### config.mk
export PLATFORM = sky130hd
export DESIGN_NAME = if_stage_fetch_unit_flat
export DESIGN_NICKNAME = d
export VERILOG_FILES = /design/src/rtl/if_stage_fetch_unit_if.sv /design/src/rtl/if_stage_fetch_unit.sv /design/src/flat_wrapper.sv
export SDC_FILE = /design/constraint.sdc
export NUM_CORES = 1
export LEC_CHECK = 0
export ABC_CLOCK_PERIOD_IN_PS = 5100
export BUFFER_PORTS_ARGS = -buffer_cell sky130_fd_sc_hd__buf_4
export CAP_MARGIN = 20
export CORE_AREA = 2 2 140 142
export CTS_BUF_LIST = sky130_fd_sc_hd__clkbuf_8 sky130_fd_sc_hd__clkbuf_16
export CTS_CLUSTER_SIZE = 25
export DETAILED_ROUTE_END_ITERATION = 10
export DIE_AREA = 0 0 142 144
export PLACE_DENSITY = 0.66
export SYNTH_ARGS = -nofsm -noshare
export SYNTH_HDL_FRONTEND = slang
export SYNTH_SLANG_ARGS = --single-unit
export TNS_END_PERCENT = 30
### constraint.sdc
create_clock -name clk -period 5.1 [get_ports clk]
set_input_delay 0.255 -clock clk [delete_from_list [all_inputs] [get_ports clk]]
set_output_delay 0.255 -clock clk [all_outputs]
set_load 0.05 [all_outputs]
### src/rtl/if_stage_fetch_unit_if.sv
// Instruction-memory request/ack bus between the fetch stage and imem.
// The master side drives the request and address; the slave answers.
interface if_stage_fetch_unit_if #(
    parameter int ADDR_W  = 32,
    parameter int INSTR_W = 32
);
    logic               imem_req;
    logic [ADDR_W-1:0]  imem_addr;
    logic               imem_ack;
    logic [INSTR_W-1:0] imem_rdata;

    modport master (
        output imem_req,
        output imem_addr,
        input  imem_ack,
        input  imem_rdata
    );

    modport slave (
        input  imem_req,
        input  imem_addr,
        output imem_ack,
        output imem_rdata
    );
endinterface

### src/rtl/if_stage_fetch_unit.sv
// Instruction fetch stage with variable-latency imem handshake and the
// IF/ID pipeline register; honours hazard freeze and EXE branch redirect.
module if_stage_fetch_unit #(
    parameter int                ADDR_W   = 32,
    parameter int                INSTR_W  = 32,
    parameter logic [ADDR_W-1:0] RESET_PC = '0,
    parameter int                PC_STEP  = 4
) (
    input  logic                  clk,
    input  logic                  rst,
    input  logic                  freeze,
    input  logic                  branch_taken,
    input  logic [ADDR_W-1:0]     branch_addr,
    if_stage_fetch_unit_if.master imem,
    output logic                  if_id_valid,
    output logic [ADDR_W-1:0]     if_id_pc,
    output logic [INSTR_W-1:0]    if_id_instr
);

    typedef enum logic [1:0] {
        BOOT,
        FETCH,
        FULL
    } state_t;

    state_t             state_q, state_d;
    logic [ADDR_W-1:0]  pc_q, pc_d;
    logic               req_q;
    logic               drop_q, drop_d;
    logic [ADDR_W-1:0]  target_q, target_d;
    logic [INSTR_W-1:0] buf_q, buf_d;
    logic               v_q, v_d;
    logic [ADDR_W-1:0]  ipc_q, ipc_d;
    logic [INSTR_W-1:0] ins_q, ins_d;

    logic               ack_ok;
    logic               deliver;
    logic [INSTR_W-1:0] load_data;
    logic [ADDR_W-1:0]  pc_inc;

    assign ack_ok = req_q & imem.imem_ack;
    assign pc_inc = pc_q + ADDR_W'(PC_STEP);

    always_comb begin
        state_d   = state_q;
        pc_d      = pc_q;
        drop_d    = drop_q;
        target_d  = target_q;
        buf_d     = buf_q;
        deliver   = 1'b0;
        load_data = imem.imem_rdata;
        unique case (state_q)
            BOOT: state_d = FETCH;
            FETCH: begin
                if (ack_ok) begin
                    if (branch_taken) begin
                        pc_d   = branch_addr;
                        drop_d = 1'b0;
                    end else if (drop_q) begin
                        pc_d   = target_q;
                        drop_d = 1'b0;
                    end else if (!freeze) begin
                        deliver = 1'b1;
                        pc_d    = pc_inc;
                    end else begin
                        buf_d   = imem.imem_rdata;
                        state_d = FULL;
                    end
                end else if (branch_taken) begin
                    // address must stay put until the ack; remember the redirect
                    drop_d   = 1'b1;
                    target_d = branch_addr;
                end
            end
            FULL: begin
                if (branch_taken) begin
                    pc_d    = branch_addr;
                    state_d = FETCH;
                end else if (!freeze) begin
                    deliver   = 1'b1;
                    load_data = buf_q;
                    pc_d      = pc_inc;
                    state_d   = FETCH;
                end
            end
            default: state_d = BOOT;
        endcase
    end

    always_comb begin
        v_d   = v_q;
        ipc_d = ipc_q;
        ins_d = ins_q;
        if (branch_taken) begin
            v_d   = 1'b0;
            ipc_d = '0;
            ins_d = '0;
        end else if (freeze) begin
            v_d = v_q;
        end else if (deliver) begin
            v_d   = 1'b1;
            ipc_d = pc_inc;
            ins_d = load_data;
        end else begin
            v_d = 1'b0;
        end
    end

    always_ff @(posedge clk or posedge rst) begin
        if (rst) begin
            state_q  <= BOOT;
            pc_q     <= RESET_PC;
            req_q    <= 1'b0;
            drop_q   <= 1'b0;
            target_q <= '0;
            buf_q    <= '0;
            v_q      <= 1'b0;
            ipc_q    <= '0;
            ins_q    <= '0;
        end else begin
            state_q  <= state_d;
            pc_q     <= pc_d;
            req_q    <= (state_d == FETCH);
            drop_q   <= drop_d;
            target_q <= target_d;
            buf_q    <= buf_d;
            v_q      <= v_d;
            ipc_q    <= ipc_d;
            ins_q    <= ins_d;
        end
    end

    assign imem.imem_req  = req_q;
    assign imem.imem_addr = pc_q;
    assign if_id_valid    = v_q;
    assign if_id_pc       = ipc_q;
    assign if_id_instr    = ins_q;

endmodule

### src/flat_wrapper.sv
// flat-port wrapper written by rule: the top's interface ports become plain ports
module if_stage_fetch_unit_flat 
#(
    parameter int                ADDR_W   = 32,
    parameter int                INSTR_W  = 32,
    parameter logic [ADDR_W-1:0] RESET_PC = '0,
    parameter int                PC_STEP  = 4
)
  (clk, rst, freeze, branch_taken, branch_addr, if_id_valid, if_id_pc, if_id_instr, imem_imem_req, imem_imem_addr, imem_imem_ack, imem_imem_rdata);
  if_stage_fetch_unit_if #(.ADDR_W(ADDR_W), .INSTR_W(INSTR_W)) imem_i ();
  input  logic clk;
  input  logic rst;
  input  logic freeze;
  input  logic branch_taken;
  input  logic [ADDR_W-1:0] branch_addr;
  output logic if_id_valid;
  output logic [ADDR_W-1:0] if_id_pc;
  output logic [INSTR_W-1:0] if_id_instr;
  output wire logic [$bits(imem_i.imem_req)-1:0] imem_imem_req;
  output wire logic [$bits(imem_i.imem_addr)-1:0] imem_imem_addr;
  input wire logic [$bits(imem_i.imem_ack)-1:0] imem_imem_ack;
  input wire logic [$bits(imem_i.imem_rdata)-1:0] imem_imem_rdata;
  assign imem_imem_req = imem_i.imem_req;
  assign imem_imem_addr = imem_i.imem_addr;
  assign imem_i.imem_ack = imem_imem_ack;
  assign imem_i.imem_rdata = imem_imem_rdata;
  if_stage_fetch_unit #(.ADDR_W(ADDR_W), .INSTR_W(INSTR_W), .RESET_PC(RESET_PC), .PC_STEP(PC_STEP)) u_core (.clk(clk), .rst(rst), .freeze(freeze), .branch_taken(branch_taken), .branch_addr(branch_addr), .imem(imem_i), .if_id_valid(if_id_valid), .if_id_pc(if_id_pc), .if_id_instr(if_id_instr));
endmodule
After elaboration in Yosys (flattened, before gate mapping)
Cells that the tools add are included.
{"block": "classes", "add_sub_neg": 1, "muxes": 31, "n_reduce_logical": 9, "n_eq_ne": 5, "bitwise": 4}
{"operator": "$mux 32", "count": 12}
{"operator": "$pmux 32 s2", "count": 1}
{"operator": "$add 32x3->32 const B", "count": 1}
{"operator": "$mux 2", "count": 6}
{"operator": "$mux 1", "count": 10}
{"operator": "$pmux 2 s3", "count": 1}
{"operator": "$reduce_and 2->1", "count": 3}
{"operator": "$reduce_bool 2->1", "count": 3}
{"operator": "$reduce_and 5->1", "count": 1}
{"operator": "$eq 2x1->1 const B", "count": 2}
{"operator": "$ne 2x1->1 const B", "count": 2}
{"operator": "$not 1->1", "count": 3}
{"operator": "$reduce_and 3->1", "count": 1}
{"operator": "$eq 2x2->1 const B", "count": 1}
{"operator": "$logic_not 2->1", "count": 1}
{"operator": "$pmux 1 s2", "count": 1}
{"operator": "$and 1x1->1", "count": 1}
{"block": "totals", "input_bits": 69, "output_inout_bits": 98, "regBits": 165, "wordCells": 59}

Logic depth before layout (Yosys ltp)
Gate-level depths: netlist (run 1).
{"block": "depth", "word_depth": 8, "ltp_mapped": 11, "ltp_nobuf": 7}

Worst setup path before layout (run 1)
Ideal clock, no wire load.
{"block": "synth_timing", "path_kind": "reg-to-reg", "start": "register u_core.pc_q[11] (netlist: u_core.imem.imem_addr[11])", "end": "register u_core.pc_q[30] (netlist: u_core.imem.imem_addr[30])", "arrival_time_ns": 2.244, "setup_time_ns": 0.126, "required_ns": 4.974, "stages_incl_launch_ff": 7, "synth_period_minus_slack_ns": 2.370, "n_path_buf": 1, "setup_slack_ns": 2.730, "cell_sequence": "dfrtp_1 > buf_2 > nand3_4 > nor4_4 > nand3_2 > mux2_1 > a221o_1"}
{"block": "synth_via", "elab_chain_cells": 6, "word_cells_on_any_way": 7, "classes_between": "1 x add/sub; 6 x mux"}
{"item": "start, declared", "line_no": "if_stage_fetch_unit.sv:27", "rtl": "logic [ADDR_W-1:0] pc_q, pc_d;"}
{"item": "start signal, assigned", "line_no": "if_stage_fetch_unit.sv:122", "rtl": "pc_q <= pc_d;"}
{"item": "$add 32x3->32 *", "line_no": "if_stage_fetch_unit.sv:42", "rtl": "assign pc_inc = pc_q + ADDR_W'(PC_STEP);"}
{"item": "$mux 32 *", "line_no": "if_stage_fetch_unit.sv:62, if_stage_fetch_unit.sv:79"}
{"item": "$mux 32", "line_no": "if_stage_fetch_unit.sv:59", "rtl": "end else if (drop_q) begin"}
{"item": "$mux 32", "line_no": "if_stage_fetch_unit.sv:56", "rtl": "if (branch_taken) begin"}
{"item": "$mux 32", "line_no": "if_stage_fetch_unit.sv:55", "rtl": "if (ack_ok) begin"}
{"item": "$pmux 32 s2 *", "line_no": "if_stage_fetch_unit.sv:52", "rtl": "unique case (state_q)"}
Every way passes the cells marked *; elsewhere a longest branch is shown, timed or not. The select of a mux whose other input is x is not followed.
A chain may end at the register's enable or synchronous reset.

Final worst setup path (run 1)
{"block": "layout_timing", "start": "register u_core.state_q[0]", "end": "register u_core.ins_q[15] (netlist: u_core.if_id_instr[15])"}
{"block": "layout_via", "elab_chain_cells": 5, "word_cells_on_any_way": 9, "classes_between": "2 x eq/ne; 5 x mux; 2 x reduce/logical"}
{"item": "start, declared", "line_no": "if_stage_fetch_unit.sv:26", "rtl": "state_t state_q, state_d;"}
{"item": "start signal, assigned", "line_no": "if_stage_fetch_unit.sv:121", "rtl": "state_q <= state_d;"}
{"item": "$eq 2x2->1", "line_no": "if_stage_fetch_unit.sv:52"}
{"item": "$mux 32", "line_no": "if_stage_fetch_unit.sv:52"}
{"item": "$mux 32", "line_no": "if_stage_fetch_unit.sv:100", "rtl": "end else if (deliver) begin"}
{"item": "$mux 32", "line_no": "if_stage_fetch_unit.sv:98", "rtl": "end else if (freeze) begin"}
{"item": "$mux 32", "line_no": "if_stage_fetch_unit.sv:94", "rtl": "if (branch_taken) begin"}
{"item": "end signal, assigned", "line_no": "if_stage_fetch_unit.sv:129", "rtl": "ins_q <= ins_d;"}
{"item": "end, declared", "line_no": "if_stage_fetch_unit.sv:34", "rtl": "logic [INSTR_W-1:0] ins_q, ins_d;"}
Several ways; a longest one is shown, not always the timed one. The select of a mux whose other input is x is not followed.

==> key figures, run 1 <==
Placement
  • Cell area after placement: 9760 µm²
  • Place WS: 2.01 ns
  • Placed insts: 1172
  • Final Wtd Congestion: 0.875
  • Post-DP HPWL: 15.7 mm
  • Port-buffer cells: 166

Floorplanning
  • Die Ht: 144 µm
  • Die area: 20400 µm²
  • Row cnt: 51
  • Io pins: 167
  • Die width: 142 µm
  • Starting Density: 43.9%
  • Core Area: 19100 µm²

Timing
  • Min Hold Slack: 0.0456 ns
  • RSZ-0062 raised after global routing: false
  • Pins Over Slew Limit: 0
  • Final WS setup: 2.02 ns
  • Fin crit share: 60.4%
  • Hold Vio Cnt, Final: 0
  • Measured slew at the worst slew-check pin: 0.929 ns
  • Slew headroom: 38.1%
  • Setup TNS: 0 ns
  • Minimum clock period: 3.08 ns
  • Final setup viols: 0
  • F_max: 325 MHz
  • Max Clock Skew: 0.00792 ns

Pwr
  • Leak: 4.49 nW
  • Logic pwr share: 37.3%
  • Cell Pwr Density: 534 nW/µm²
  • Power share of the clock group: 23.8%
  • Int Pwr: 3.25 mW
  • Switching share of power: 41.3%
  • Psw: 2.29 mW
  • Max VDD drop: 338 µV
  • Reg power frac: 38.9%

Route
  • Vias per cell: 5.72
  • Vias post-DR: 6897
  • DRT Pass-1 Iters: 6
  • Wirelength per Cell: 18.9 µm
  • DRT iter0 DRCs: 640
  • Final ANT Viol Nets: 0
  • Final wirelength: 22.7 mm
  • Post-route DRC: 0

Synth
  • Post-synthesis mux area share: 12.7%
  • Synthesized instance count: 822
  • Post-synth cell types: 56
  • Synth Area in Adders: 0.747%
  • Post-synthesis sequential area ratio: 49.3%
  • Syn Area/Cell: 10.2 µm²
  • Top-count cell post-synth: dfrtp_1
  • Simple-Gate Fraction of Synth Area: 16.2%
  • Synth top area cells: dfrtp_1 (49%), mux2_2 (7.0%), mux2i_1 (4.2%)
  • Compound-gate portion of the synthesized area: 14.5%
  • Number of synthesized flops with an enable pin: 0
  • Synth area leader: dfrtp_1
  • Syn Std Cell Area: 8370 µm²
  • Async SR Flop Fraction: 100%
  • Top_reg_cell synth: dfrtp_1
  • Synth cell count leaders: dfrtp_1 (165), nor2_1 (75), o21ai_0 (69), nand2_1 (64), mux2_2 (52)
  • Syn. warnings: 0
  • Yosys top cell area share: 49.3%
  • Xor-xnor portion of the synthesized cell area: 2.82%
  • Yosys reg bits: 165
  • Synthesized Nets: 896
  • Largest family of logic cells by synthesized area: simple AND/OR/NAND/NOR gates

Clocking
  • Longest Clk Path Bufs: 2
  • Clock transition at the registers of the reported paths: 0.07 ns
  • Clock sink count: 165
  • Setup bufs post-CTS: 0
  • CTS resizes: 0
  • Clk Latency, worst-skew pair: 0.43 ns
  • CTS root buf: clkbuf_16
  • TritonCTS clock tree: yes
  • TritonCTS Buffers: 17
  • Number of H-tree levels: 4

Setup path
  • Slowest stage delay, CP: 0.79 ns
  • CP max-delay cell: and3_2
  • Crit-path cells: inv_1, ha_2, nor2b_2, nor3_1, and3_2, buf_4, nor2_1, a211oi_1
  • WP data arrival: 3.41 ns
  • CP Launch Type: register
  • WP data required: 5.43 ns
  • Worst setup path class: register to register
  • Crit path max fanout: 43
  • Crit end category: register

Final layout
  • Layout area overhead: 23.9%
  • Filler instances: 1693
  • Reg area: 4130 µm²
  • Area taken by multi-input logic gates: 3950 µm²
  • Share of cells above drive strength 1: 28.5%
  • Final-stage net count: 1028
  • Final Non-Filler Cells: 1205
  • Ant. Diodes: 0
  • Final Cell Area: 10400 µm²

GRT
  • Vias in the first global route: 6632
  • GR Util All Layers: 22.9%
  • Gr ovfl total: 0
  • First-pass GRT wire length: 36.3 mm
  • Largest net degree at the start of global routing: 94
  • Initial antenna violation count: 0

Worst hold path
  • Type of the most critical hold path: input pin to register

Run status
  • Status: complete, no violations

Flow run
  • Max Cap Viol: 0
## state kept, by name, indices dropped and copies added (netlist names)
register and flops:
u_core.if_id_valid 1, u_core.target_q 32, u_core.if_id_pc 32, u_core.if_id_instr 32, u_core.state_q 2, u_core.imem.imem_addr 32
u_core.drop_q 1, u_core.buf_q 32, u_core.imem.imem_req 1
## layer usage
layer / vias up / routed length [µm] / track usage, %
met4: 0 / 462 / 7.42
met2: 224 / 10700 / 35.2
met3: 34 / 1200 / 4.50
met1: 3409 / 10400 / 32.6
met5: - / 0 / 0
li1: 3230 / - / -
## timing repair
item,in CTS,in global routing
hold buffers,1,0
endpoints found under the hold margin,51,0
setup endpoints to repair,0,0
## metrics by stage
stage / power (mW) / util (%)
detailed placement: 4.24 / 51.2
CTS: 5.56 / 54.4
floorplan: 3.57 / -
global placement: 4.20 / 51.2
global route: 5.85 / 54.4
finish: 5.54 / 54.4
## layout make-up
class	instances	share of cell area, %
clock buffers	18	4.23
clock inverters	14	1.56
inverters	11	0.446
multi-input cells	580	38.1
flip-flops and latches	165	39.8
well taps	238	2.87
repair buffers	179	13.0
## critical path: cells and delay by family, from the launching register on
family                     cells  cell delay (ns)
and+or+nand+nor                4             1.32
DFF                            1             0.41
adders and majority gates      1             0.53
AOI/OAI and AO/OA              1             0.22
buffers and inverters          2             0.50
## power by group through the flow
| stage | Sequential (mW) | Clock [mW] | Combinational (mW) |
|---|---|---|---|
| 5_1_grt | 2.22 | 1.39 | 2.24 |
| 6_report | 2.16 | 1.32 | 2.07 |
| 3_3_place_gp | 2.15 | 0 | 2.05 |
| 4_1_cts | 2.15 | 1.34 | 2.08 |
| 3_5_place_dp | 2.17 | 0 | 2.07 |
| 2_1_floorplan | 2.52 | 0 | 1.05 |
## cells by family (layout without fill, tap and decap cells)
family,count (synthesis),count (layout)
buffers and inverters,77,222
adders and majority gates,5,5
DFF,165,165
and+or+nand+nor,262,262
AOI/OAI and AO/OA,188,188
muxes,98,98
xor gates and xnor gates,27,27
## path summary, 6_finish.rpt
path / from / to / slack, ns / cells after the start
hold reg to reg: u_core.buf_q[6] / u_core.buf_q[6] / 0.49 / 1
setup reg to reg: u_core.state_q[0] / u_core.if_id_instr[15] / 2.02 / 8
max in group asynchronous: rst / u_core.if_id_instr[16] / 3.48 / 4
min in group asynchronous: rst / u_core.if_id_instr[5] / 0.52 / 3
hold / removal: imem_imem_rdata[20] / u_core.buf_q[20] / 0.05 / 2
setup / recovery: u_core.state_q[0] / u_core.if_id_instr[15] / 2.02 / 8
## layout by cell type (no fill, tap or decap), types with 4 or more instances in the layout
cell       instances
nor3_1            17
nand4_1           11
nand3b_1          32
a22oi_1            4
o31ai_1            6
nand3_2            4
dfrtp_1          165
o311ai_0           4
xnor2_1            7
inv_1             10
and3_1             5
xor2_1            20
nor2_1            75
mux2i_1           35
o21ai_0           69
buf_4            178
a211oi_1          34
nand3_1           21
a21oi_1           23
mux2_1            11
nand2b_1           4
o21ai_1            4
a31oi_1            4
or3_1              4
nand2_1           64
nor3b_1           10
mux2_2            52
a221oi_1           6
inv_6              8
o211ai_1           7
ha_1               4
clkbuf_16         17
Power figures use the tool's default switching activity.
==> inputs of run 2 (changes only) <==
Settings changed: ABC_AREA set to 1, ABC_CLOCK_PERIOD_IN_PS 5100 to 2550, PLACE_DENSITY 0.66 to 0.69.
Clock period 5.1 ns to 2.55 ns, I/O delays scaled along.
==> key figures, run 2 <==
Floorplanning
  • Row cnt: 51
  • Die Ht: 144 µm
  • Die width: 142 µm
  • Die area: 20400 µm²
  • Io pins: 167
  • Core Area: 19100 µm²
  • Starting Density: 44.1%

Route
  • Top Metal Used: met4
  • Wl on met1: 10.8 mm
  • DRT iter0 DRCs: 508
  • Vias per cell: 5.25
  • Final ANT Viol Nets: 0
  • Final wirelength: 24.5 mm
  • Wirelength per Cell: 15.8 µm
  • DRT Pass-1 Iters: 5
  • Met3 routed WL: 1.79 mm
  • Vias post-DR: 8135
  • Met2 wire len: 11.2 mm
  • Post-route DRC: 0

Synth
  • Syn. warnings: 0
  • Top-count cell post-synth: nand2_1
  • Xor-xnor portion of the synthesized cell area: 0.937%
  • Top_reg_cell synth: dfrtp_1
  • Synth top area cells: dfrtp_1 (49%), nand2_1 (17%), a21oi_1 (5.3%)
  • Synthesized instance count: 1090
  • Syn Area/Cell: 7.72 µm²
  • Synth area leader: dfrtp_1
  • Synth Area in Adders: 0.743%
  • Syn Std Cell Area: 8420 µm²
  • Simple-Gate Fraction of Synth Area: 27.8%
  • Yosys top cell area share: 49.1%
  • Synthesized Nets: 1164
  • Compound-gate portion of the synthesized area: 14.7%
  • Post-synthesis mux area share: 0%
  • Largest family of logic cells by synthesized area: simple AND/OR/NAND/NOR gates
  • Number of synthesized flops with an enable pin: 0
  • Yosys reg bits: 165
  • Post-synthesis sequential area ratio: 49.1%
  • Post-synth cell types: 37
  • Synth cell count leaders: nand2_1 (375), dfrtp_1 (165), a21oi_1 (89), nor2_1 (88), nand3_1 (73)
  • Async SR Flop Fraction: 100%

Timing
  • Setup TNS: 0 ns
  • Hold Vio Cnt, Final: 0
  • Max Clock Skew: 0.0109 ns
  • RSZ-0062 raised after global routing: false
  • Final setup viols: 0
  • F_max: 503 MHz
  • Pins Over Slew Limit: 0
  • Fin crit share: 77.9%
  • Measured slew at the worst slew-check pin: 0.594 ns
  • Min Hold Slack: 0.158 ns
  • Minimum clock period: 1.99 ns
  • Slew headroom: 60.4%

Setup path
  • Slowest stage delay, CP: 0.41 ns
  • WP data arrival: 2.29 ns
  • Crit-path cells: inv_1, ha_2, inv_1, o21ai_2, nand3b_1, nand2_1, o21ai_0
  • CP Launch Type: register
  • Crit path max fanout: 8
  • WP data required: 2.85 ns
  • CP max-delay cell: dfrtp_1
  • Most frequent CP cell: inv_1
  • Worst setup path class: register to register
  • Crit end category: register

GRT
  • GR Util All Layers: 24.6%
  • Gr ovfl total: 0
  • Initial antenna violation count: 0
  • First-pass GRT wire length: 39.6 mm
  • Vias in the first global route: 7862
  • Largest net degree at the start of global routing: 79

Clocking
  • Setup bufs post-CTS: 0
  • TritonCTS clock tree: yes
  • Longest Clk Path Bufs: 2
  • Clock transition at the registers of the reported paths: 0.06 ns
  • Clk Latency, worst-skew pair: 0.43 ns
  • Clock sink count: 165
  • Number of H-tree levels: 4
  • TritonCTS Buffers: 17
  • CTS resizes: 0
  • # hold bufs at CTS: 65
  • CTS root buf: clkbuf_16

Final layout
  • Share of cells above drive strength 1: 19.1%
  • Final-stage net count: 1373
  • Layout area overhead: 31.8%
  • Ant. Diodes: 0
  • Commonest non-fill, non-tap cells in the layout: nand2_1 (375), buf_4 (178), dfrtp_1 (165), a21oi_1 (89), nor2_1 (88)
  • Commonest non-fill, non-tap cell in the layout: nand2_1

Pwr
  • Max VDD drop: 590 µV
  • Power share of the clock group: 22.5%
  • Psw: 5.16 mW
  • Reg power frac: 35.7%
  • Cell Pwr Density: 1050 nW/µm²
  • Power, Total: 11.7 mW
  • Switching share of power: 44.2%
  • Leak: 5.50 nW
  • Logic pwr share: 41.8%
  • Int Pwr: 6.53 mW

Placement
  • Post-DP HPWL: 16.4 mm
  • Final Wtd Congestion: 0.871
  • Port-buffer cells: 166

Worst hold path
  • Type of the most critical hold path: input pin to register

Run status
  • Status: complete, no violations

Flow run
  • Max Cap Viol: 0
## run 2: cell count changes after synthesis, sizes merged, moves of 18 or more
cell / change
a211oi: -32
clkbuf: -18
nand2: +316
mux2: -63
nand3b: -31
nand3: +47
mux2i: -35
a21oi: +75
nor2: +23
a31oi: +30
inv: +57
## run 2: worst max-delay path, delay by kind of cell (launching register included)
family,cells,cell delay (ns)
compound gates,2,0.43
fa+ha+maj,1,0.30
buf+inv,2,0.22
flops,1,0.41
simple gates,2,0.52
## run 2: power groups by stage
stage               registers [mW]  clock network [mW]  logic, mW
floorplan                     5.27                   0       2.20
global placement              4.19                   0       4.68
detailed placement            4.20                   0       4.77
CTS                           4.16                2.66       4.87
global route                  4.29                2.78       5.34
finish                        4.18                2.63       4.88
## run 2: kinds of logic after synthesis
kind of cell	Yosys count
buf+inv	127
fa+ha+maj	5
xor+xnor	9
simple gates	565
flops	165
compound gates	219
## run 2: worst paths after layout
path / startpoint / to / slack (ns) / depth (start not counted)
worst max-delay path: u_core.state_q[0] / u_core.imem.imem_addr[3] / 0.56 / 7
worst min-delay path: freeze / u_core.if_id_valid / 0.16 / 3
worst max register to register: u_core.state_q[0] / u_core.imem.imem_addr[3] / 0.56 / 7
worst min register to register: u_core.target_q[13] / u_core.target_q[13] / 0.47 / 2
max in group asynchronous: rst / u_core.imem.imem_addr[28] / 1.54 / 4
min in group asynchronous: rst / u_core.if_id_instr[22] / 0.26 / 3
## run 2: metrics by stage
step	worst slack [ns]	utilization, %	cells	instance area [µm²]
after floorplan	0.324	-	1090	8420
after global placement	0.635	51.6	1453	9850
after detailed placement	0.565	51.6	1453	9850
after CTS	0.564	58.1	1550	11100
after global routing	0.388	58.1	1550	11100
final	0.563	58.1	1550	11100
## run 2: layout make-up
class	instances	area, µm²
flip-flops and latches	165	4130
clock buffers	17	425
clock inverters	15	166
fillers	1695	7990
inverters	70	272
multi-input cells	798	3730
well taps	238	298
repair buffers	247	2070
## run 2: routing by layer
layer,vias up,global-route usage [%]
li1,3968,-
met1,3789,33.3
met4,0,8.63
met5,-,0
met2,338,39.0
met3,40,5.50
==> inputs of run 3 (changes only) <==
Settings changed: ABC_AREA 1 to 0, ABC_CLOCK_PERIOD_IN_PS 2550 to 1900, PLACE_DENSITY 0.69 to 0.66.
Clock period 2.55 ns to 1.9 ns, I/O delays scaled along.
==> key figures, run 3 (same netlist as run 1, synthesis figures left out) <==
Placement
  • Placed insts: 1260
  • Port-buffer cells: 166
  • Final Wtd Congestion: 0.947
  • Post-DP HPWL: 17.4 mm
  • Place WS: -0.158 ns
  • Cell area after placement: 10600 µm²

Setup path
  • Slowest stage delay, CP: 0.36 ns
  • R2R Setup Slk: -0.008 ns
  • Most frequent CP cell: buf_4
  • Crit-path cells: buf_4, nand4_1, nor2_1, buf_4, nand4_1, xor2_1, buf_4, o31ai_2
  • Crit end category: register
  • Top delay family on crit path: simple AND/OR/NAND/NOR gates
  • WP data arrival: 2.24 ns
  • Crit path max fanout: 7
  • Worst setup path class: register to register
  • CP bufs+invs: 3
  • CP Launch Type: register
  • CP max-delay cell: dfrtp_1
  • WP data required: 2.23 ns

Clocking
  • CTS root buf: clkbuf_16
  • Number of H-tree levels: 4
  • TritonCTS clock tree: yes
  • TritonCTS Buffers: 17
  • Clock sink count: 165
  • Clock transition at the registers of the reported paths: 0.07 ns
  • Clk Latency, worst-skew pair: 0.43 ns
  • Longest Clk Path Bufs: 2

Timing
  • Hold Vio Cnt, Final: 0
  • Pins Over Slew Limit: 0
  • Fin crit share: 100%
  • F_max: 524 MHz
  • Setup TNS: -0.00781 ns
  • Final setup viols: 1
  • Max Clock Skew: 0.00976 ns
  • RSZ-0062 raised after global routing: true
  • Minimum clock period: 1.91 ns
  • Measured slew at the worst slew-check pin: 0.715 ns
  • Final WS setup: -0.00781 ns
  • Min Hold Slack: 0.0557 ns
  • Slew headroom: 52.3%

Final layout
  • Commonest non-fill, non-tap cells in the layout: buf_4 (258), dfrtp_1 (164), nor2_1 (72), dlygate4sd3_1 (65), nand2_1 (62)
  • Share of cells above drive strength 1: 37.1%
  • Final core occ: 64.8%
  • Layout area overhead: 47.7%
  • Commonest non-fill, non-tap cell in the layout: buf_4
  • Final-stage net count: 1198
  • Reg area: 4130 µm²
  • Final Non-Filler Cells: 1376
  • Area taken by multi-input logic gates: 4230 µm²
  • Filler instances: 1491
  • Final Cell Area: 12400 µm²

Route
  • Final wirelength: 26.1 mm
  • DRT Pass-1 Iters: 5
  • Vias post-DR: 7676
  • Final ANT Viol Nets: 0
  • Vias per cell: 5.58
  • Wirelength per Cell: 19.0 µm
  • DRT iter0 DRCs: 607
  • Post-route DRC: 0

GRT
  • Gr ovfl total: 0
  • First-pass GRT wire length: 38.7 mm
  • GR Util All Layers: 24.3%
  • Largest net degree at the start of global routing: 61
  • Vias in the first global route: 7165
  • Initial antenna violation count: 1

Floorplanning
  • Starting Density: 43.9%
  • Core Area: 19100 µm²
  • Die area: 20400 µm²
  • Die width: 142 µm
  • Io pins: 167
  • Row cnt: 51
  • Die Ht: 144 µm

Run status
  • Status: finished, violations left
  • Failing checks: setup timing

Worst hold path
  • Type of the most critical hold path: input pin to register

Pwr
  • Power, Total: 16.5 mW
  • Leak: 5.44 nW
  • Cell Pwr Density: 1340 nW/µm²
  • Max VDD drop: 770 µV

Flow run
  • Max Cap Viol: 0
[run 3: where the power goes]
| group | switching (mW) | total [mW] | internal (mW) |
|---|---|---|---|
| clock | 1.55 | 3.47 | 1.92 |
| sequential | 0.775 | 5.40 | 4.62 |
| combinational | 4.41 | 7.65 | 3.23 |
[run 3: final timing paths]
check                      cells after the start                        end                startpoint
hold / removal                                 3         u_core.if_id_pc[0]              branch_taken
hold reg to reg                                1           u_core.buf_q[16]          u_core.buf_q[16]
setup reg to reg                               8  u_core.imem.imem_addr[25]  u_core.imem.imem_addr[3]
min in group asynchronous                      3         u_core.if_id_pc[3]                       rst
setup / recovery                               8  u_core.imem.imem_addr[25]  u_core.imem.imem_addr[3]
max in group asynchronous                      4        u_core.target_q[12]                       rst
[run 3: timing repair]
action | CTS | global route
cloned | 0 | 7
pin swaps | 0 | 17
gates resized for setup | 7 | 84
setup endpoints to repair | 95 | 126
endpoints found under the hold margin | 95 | 0
setup buffers | 0 | 11
hold buffers | 65 | 0
[run 3: cell type report]
type	count	share of cell area, %
diodes	1	0.0202
clock buffers	19	3.66
clock inverters	13	1.12
inverters	11	0.364
multi-input cells	580	34.2
flip-flops and latches	165	33.4
well taps	238	2.41
repair buffers	349	24.8
[run 3: worst register-to-register path: cells and delay by family (launching register included)]
family | cells | cell delay [ns]
AOI/OAI and AO/OA | 1 | 0.24
xor gates and xnor gates | 1 | 0.15
buffers and inverters | 3 | 0.51
DFF | 1 | 0.36
and+or+nand+nor | 3 | 0.55
[run 3: per-layer routing]
layer | global-route usage, % | wire length (µm)
met5 | 0 | 0
met4 | 7.95 | 505
met1 | 34.6 | 11400
met3 | 3.71 | 1600
met2 | 38.4 | 12600
